[src/rtl/mulf_pkg.sv]
// rtl/mulf_pkg.sv - shared constants, class decode and flag indices for the multiplier round/pack stage
package mulf_pkg;

    localparam logic [31:0] QNAN    = 32'h7FC00000;
    localparam int          BIAS    = 127;
    localparam int          EXP_MAX = 2 * BIAS + 1;

    localparam int CLS_A_NAN  = 5;
    localparam int CLS_A_INF  = 4;
    localparam int CLS_A_ZERO = 3;
    localparam int CLS_B_NAN  = 2;
    localparam int CLS_B_INF  = 1;
    localparam int CLS_B_ZERO = 0;

    localparam int FLG_INVALID   = 3;
    localparam int FLG_OVERFLOW  = 2;
    localparam int FLG_UNDERFLOW = 1;
    localparam int FLG_INEXACT   = 0;

    typedef enum logic [1:0] {
        SPEC_NONE,
        SPEC_NAN,
        SPEC_INF,
        SPEC_ZERO
    } spec_e;

    // Priority: NaN/invalid beats inf beats zero.
    function automatic spec_e decode_cls(input logic [5:0] cls);
        logic any_nan;
        logic any_inf;
        logic any_zero;
        logic inf_x_zero;
        any_nan    = cls[CLS_A_NAN] | cls[CLS_B_NAN];
        any_inf    = cls[CLS_A_INF] | cls[CLS_B_INF];
        any_zero   = cls[CLS_A_ZERO] | cls[CLS_B_ZERO];
        inf_x_zero = (cls[CLS_A_INF] & cls[CLS_B_ZERO]) | (cls[CLS_B_INF] & cls[CLS_A_ZERO]);
        if (any_nan || inf_x_zero) return SPEC_NAN;
        if (any_inf)               return SPEC_INF;
        if (any_zero)              return SPEC_ZERO;
        return SPEC_NONE;
    endfunction

endpackage

[src/rtl/mulf_rne.sv]
// rtl/mulf_rne.sv - round-to-nearest-even increment of a 23-bit fraction with exponent carry
module mulf_rne #(
    parameter int EW = 11
) (
    input  logic [22:0]          m,
    input  logic                 g,
    input  logic                 st,
    input  logic signed [EW-1:0] e,
    output logic [22:0]          mant,
    output logic signed [EW-1:0] e_rounded,
    output logic                 carry
);

    logic        inc;
    logic [23:0] sum;

    assign inc       = g & (st | m[0]);
    assign sum       = {1'b0, m} + {23'h0, inc};
    assign carry     = sum[23];
    assign mant      = sum[22:0];
    assign e_rounded = e + {{(EW-1){1'b0}}, carry};

endmodule

[src/rtl/mulf_round_pack.sv]
// rtl/mulf_round_pack.sv - 2-stage normalize/round/pack to binary32; MULF_FLAGS_EN adds out_flags
module mulf_round_pack #(
    parameter int          EXPW = 10,
    parameter logic [31:0] QNAN = mulf_pkg::QNAN
) (
    input  logic                   clk,
    input  logic                   rst_n,
    input  logic                   in_valid,
    output logic                   in_ready,
    input  logic                   in_sign,
    input  logic signed [EXPW-1:0] in_exp,
    input  logic [47:0]            in_prod,
    input  logic [5:0]             in_cls,
    output logic                   out_valid,
    input  logic                   out_ready,
`ifdef MULF_FLAGS_EN
    output logic [3:0]             out_flags,
`endif
    output logic [31:0]            out_s
);

    import mulf_pkg::*;

    localparam logic signed [EXPW:0] E_ONE = 1;

    logic                 s2_adv;
    logic signed [EXPW:0] exp_ext;
    logic signed [EXPW:0] n_e;
    logic [22:0]          n_m;
    logic                 n_g;
    logic                 n_st;

    logic                 s1_valid;
    logic                 s1_sign;
    logic [22:0]          s1_m;
    logic                 s1_g;
    logic                 s1_st;
    logic signed [EXPW:0] s1_e;
    spec_e                s1_cls;

    logic [22:0]          rnd_mant;
    logic signed [EXPW:0] rnd_e;
    logic                 rnd_carry;
    logic [22:0]          fin_mant;
    logic [31:0]          res_s;

    assign s2_adv   = !out_valid || out_ready;
    assign in_ready = !s1_valid || s2_adv;

    assign exp_ext = {in_exp[EXPW-1], in_exp};

    always_comb begin
        if (in_prod[47]) begin
            n_m  = in_prod[46:24];
            n_g  = in_prod[23];
            n_st = |in_prod[22:0];
            n_e  = exp_ext + E_ONE;
        end else begin
            n_m  = in_prod[45:23];
            n_g  = in_prod[22];
            n_st = |in_prod[21:0];
            n_e  = exp_ext;
        end
    end

    always_ff @(posedge clk or negedge rst_n) begin
        if (!rst_n) begin
            s1_valid <= 1'b0;
            s1_sign  <= 1'b0;
            s1_m     <= '0;
            s1_g     <= 1'b0;
            s1_st    <= 1'b0;
            s1_e     <= '0;
            s1_cls   <= SPEC_NONE;
        end else if (in_ready) begin
            s1_valid <= in_valid;
            if (in_valid) begin
                s1_sign <= in_sign;
                s1_m    <= n_m;
                s1_g    <= n_g;
                s1_st   <= n_st;
                s1_e    <= n_e;
                s1_cls  <= decode_cls(in_cls);
            end
        end
    end

    mulf_rne #(.EW(EXPW + 1)) u_rne (
        .m         (s1_m),
        .g         (s1_g),
        .st        (s1_st),
        .e         (s1_e),
        .mant      (rnd_mant),
        .e_rounded (rnd_e),
        .carry     (rnd_carry)
    );

    // A carry-out means the significand wrapped to 1.000..., so the fraction is zero.
    assign fin_mant = rnd_carry ? 23'h0 : rnd_mant;

`ifdef MULF_FLAGS_EN
    logic [3:0] res_flags;
`endif

    always_comb begin
        res_s = '0;
`ifdef MULF_FLAGS_EN
        res_flags = '0;
`endif
        case (s1_cls)
            SPEC_NAN: begin
                res_s = QNAN;
`ifdef MULF_FLAGS_EN
                res_flags[FLG_INVALID] = 1'b1;
`endif
            end
            SPEC_INF:  res_s = {s1_sign, 8'hFF, 23'h0};
            SPEC_ZERO: res_s = {s1_sign, 31'h0};
            default: begin
                if (rnd_e >= EXP_MAX) begin
                    res_s = {s1_sign, 8'hFF, 23'h0};
`ifdef MULF_FLAGS_EN
                    res_flags[FLG_OVERFLOW] = 1'b1;
                    res_flags[FLG_INEXACT]  = 1'b1;
`endif
                end else if (rnd_e <= 0) begin
                    res_s = {s1_sign, 31'h0};
`ifdef MULF_FLAGS_EN
                    res_flags[FLG_UNDERFLOW] = 1'b1;
                    res_flags[FLG_INEXACT]   = 1'b1;
`endif
                end else begin
                    res_s = {s1_sign, rnd_e[7:0], fin_mant};
`ifdef MULF_FLAGS_EN
                    res_flags[FLG_INEXACT] = s1_g | s1_st;
`endif
                end
            end
        endcase
    end

    always_ff @(posedge clk or negedge rst_n) begin
        if (!rst_n) begin
            out_valid <= 1'b0;
            out_s     <= '0;
`ifdef MULF_FLAGS_EN
            out_flags <= '0;
`endif
        end else if (s2_adv) begin
            out_valid <= s1_valid;
            if (s1_valid) begin
                out_s <= res_s;
`ifdef MULF_FLAGS_EN
                out_flags <= res_flags;
`endif
            end
        end
    end

endmodule

[config.mk]
export PLATFORM = sky130hd
export DESIGN_NAME = mulf_round_pack
export DESIGN_NICKNAME = d
export VERILOG_FILES = /design/src/rtl/mulf_pkg.sv /design/src/rtl/mulf_rne.sv /design/src/rtl/mulf_round_pack.sv
export SDC_FILE = /design/constraint.sdc
export NUM_CORES = 1
export LEC_CHECK = 0
export CELL_PAD_IN_SITES_DETAIL_PLACEMENT = 0
export CELL_PAD_IN_SITES_GLOBAL_PLACEMENT = 1
export CORE_MARGIN = 1
export CORE_UTILIZATION = 40
export CTS_BUF_LIST = sky130_fd_sc_hd__clkbuf_4 sky130_fd_sc_hd__clkbuf_8 sky130_fd_sc_hd__clkbuf_16
export DETAILED_ROUTE_END_ITERATION = 12
export MAX_ROUTING_LAYER = met4
export PLACE_DENSITY_LB_ADDON = 0.1
export SYNTH_ARGS = -nofsm -noshare
export SYNTH_HDL_FRONTEND = slang
export SYNTH_HIERARCHICAL = 1
export SYNTH_SLANG_ARGS = --single-unit
[constraint.sdc]
create_clock -name clk -period 9.56 [get_ports clk]
set_clock_uncertainty 0.05 [all_clocks]
set_input_delay 0.956 -clock clk [delete_from_list [all_inputs] [get_ports clk]]
set_output_delay 0.956 -clock clk [all_outputs]
set_load 0.01 [all_outputs]
==> metrics <==
worst reg2reg endpoint=out_s[22]; Post-Synthesis Net Count=between 400 and 500; row count=36; Area contributors post-synth=dfrtp_1 (46%), mux2i_1 (6.3%), o21ai_0 (5.8%), xnor2_1 (5.5%), nand2_1 (5.0%); Post-Synth Adder-Cell Area=2.83%; Worst Hold Class=reg2reg; Avg WL per Cell=roughly 14 um; fraction of synthesized cell area in xor and xnor cells=8.57%; maximum vdd drop=between 0.06 and 0.07 mV; Synth Area in Compound Gates=roughly 14%; grt ovf=0; area grow syn2layout=32.7%; largest family of logic cells by synthesized area=simple AND/OR/NAND/NOR gates; final setup fails=0; commonest cells in the netlist=dfrtp_1 (73), nand2_1 (53), o21ai_0 (46), mux2i_1 (25), xnor2_1 (25); worst path arrival time=~4.0 ns; DP HPWL=approximately 6.7 mm; status=finished clean; setup bufs post-CTS=0; Final GP Congestion=a little under 0.8; top cell type's share of synthesized area=between 40 and 50%; Yosys top cell by area=dfrtp_1; vias in the first global route=a little over 3000; Worst-Margin Slew=approximately 0.91 ns; CP endpoint kind=flip-flop; clock root cell=clkbuf_8; fraction of registers with async set/reset=100%; Final Power=between 0.7 and 0.8 mW; met1 usage=between 20 and 30%; Multi-input gate area=a little over 2000 um^2; drt first pass iters=4; Post-Syn Instances=between 300 and 400; synthesized cell area=around 4000 um^2; antenna cells=0; Hold Worst Slack=around 0.43 ns; total track usage=around a fifth; Initial DRC Count=between 90 and 100; PD cells=approximately 150 nW/um^2; Core Region=~10000 um^2; max_slew headroom=between 30% and 40%; Worst-Skew Late Latency=approximately 0.35 ns; final net count=roughly 570; clock transition at the registers of the reported paths=approximately 0.070 ns; worst hold endpoint=out_s[31]; port bufs=between 100 and 150; Worst R2R Path Depth=14; chip height=about 100 um; reg2reg setup slack=5.74 ns; CTS tree=done; RSZ-0062 raised after global routing=false; vias=about 3200; Top FF cell, synth=dfrtp_1; clock buffer depth=2; synth unique cells=between 40 and 50; Pleak=~2.2 nW; setup TNS=0 ns; fillcell total=932; crit share post-route=39.9%; critical register-to-register path startpoint=s1_m[0]; Final Hold Viols=0; Peak Freq=between 200 and 300 MHz; Num Clock Sinks=73; Die Width=102 um; Hold Path Depth=2; Yosys reg bits=73; DRC violations left=0; sequential share of the synthesized area=45.8%; IO Count=~100; vias per cell=about 5; Min Clock Period, post-route=approximately 3.8 ns; CTS resizes=0; max-slew violation count=0; initial antenna violation count=0; hold_sp=out_s[31]; Initial Utilization=roughly two fifths; most numerous cell in the Yosys netlist=dfrtp_1; Post-Synth Simple-Gate Area=18.8%; global-route wire length before repair=14.6 mm; max-cap violation count=0; largest net degree at the start of global routing=77; mux share of post-synthesis cell area=6.84%; final antenna-violating net count=0; met3 Resource Use GR=just over 5%; WL final=8.79 mm; M2 GR Usage=27.8%; register area=approximately 1800 um^2; type of the worst setup path=reg2reg; Top Usage Layer GRT=met2; CTS Hold Bufs=0; Num CTS Buffers=9; EDFF count, synth=0; startpoint types=flip-flop; Syn Area/Cell=slightly above 10 um^2; die area=between 10000 and 15000 um^2; Warnings, synthesis=6; H-Tree Depth=3; layout cells sized above 1=a little over a tenth; WP data required=approximately 10 ns; Worst Path Max Fanout=23
-- state kept, by name, indices dropped and copies added (netlist names) --
name       flops
out_s         32
out_valid      1
s1_cls         2
s1_e          11
s1_g           1
s1_m          23
s1_sign        1
s1_st          1
s1_valid       1
-- placed cells by master, fill, tap and decap left out, types with 3 or more instances in the layout --
cell             netlist  layout
and3_1                 6       6
clkdlybuf4s50_1        0     100
nand2_1               53      52
a21oi_1               10      10
mux2i_1               25      25
a22o_2                18      18
nand2b_1               4       4
a22o_1                 4       4
buf_4                  0       3
nor2_1                22      22
inv_1                  5       5
xor2_1                14      14
ha_1                   9       9
xnor2_1               25      25
o21ai_0               46      46
dfrtp_1               73      73
clkbuf_8               0       9
nand4_1               14      14
nor4_1                 7       7
nand3_1               12      12
-- routing by layer --
metal,wire length (um),vias up
met5,0,-
met4,55,0
met3,474,4
met2,3880,85
met1,4380,1457
li1,-,1613
-- metrics by stage --
stage	std cells	worst slack [ns]	cell area, um^2	util (%)
detailed placement	612	5.75	5090	52.3
global route	628	5.45	5290	54.3
global placement	612	5.82	5090	52.3
floorplan	393	6.24	3990	-
finish	628	5.74	5290	54.3
CTS	628	5.72	5290	54.3
-- where the power goes --
| part | internal [mW] | switching [mW] |
|---|---|---|
| logic | 0.0873 | 0.0751 |
| registers | 0.345 | 0.0394 |
| clock network | 0.126 | 0.111 |
-- area by class of cell --
class / count / area share (%)
Clock buffer: 11 / 2.63
Timing Repair Buffer: 104 / 19.5
Inverter: 5 / 0.355
Sequential cell: 73 / 34.6
Clock inverter: 5 / 1.07
Multi-Input combinational cell: 297 / 38.8
Tap cell: 133 / 3.15
-- how the worst max path moves through the flow --
stage                       start        end  slack (ns)
after CTS                 s1_m[0]  out_s[22]        5.72
after floorplan           s1_m[0]   out_s[3]        6.24
final                     s1_m[0]  out_s[22]        5.74
after detailed placement  s1_m[0]  out_s[22]        5.75
after global placement    s1_m[0]  out_s[22]        5.82
after global routing      s1_m[0]  out_s[22]        5.45
-- worst max-delay path, stage by stage (launching register included) --
cell,delay (ns)
dfrtp_1,0.38
o21a_1,0.13
ha_1,0.24
nand3_4,0.11
nor4_4,0.46
and3_1,0.31
ha_1,0.20
ha_1,0.22
and3_1,0.20
nand3_1,0.10
xnor2_1,0.16
nor4_1,0.44
a2111oi_4,0.13
buf_4,0.24
a221o_1,0.30
-- logic make-up (layout without fill, tap and decap cells) --
family / after synthesis / in the layout
simple gates: 137 / 137
fa+ha+maj: 9 / 9
xor+xnor: 39 / 39
mux: 27 / 27
flops: 73 / 73
compound gates: 85 / 85
buf+inv: 23 / 125
(Power assumes the default switching activity.)
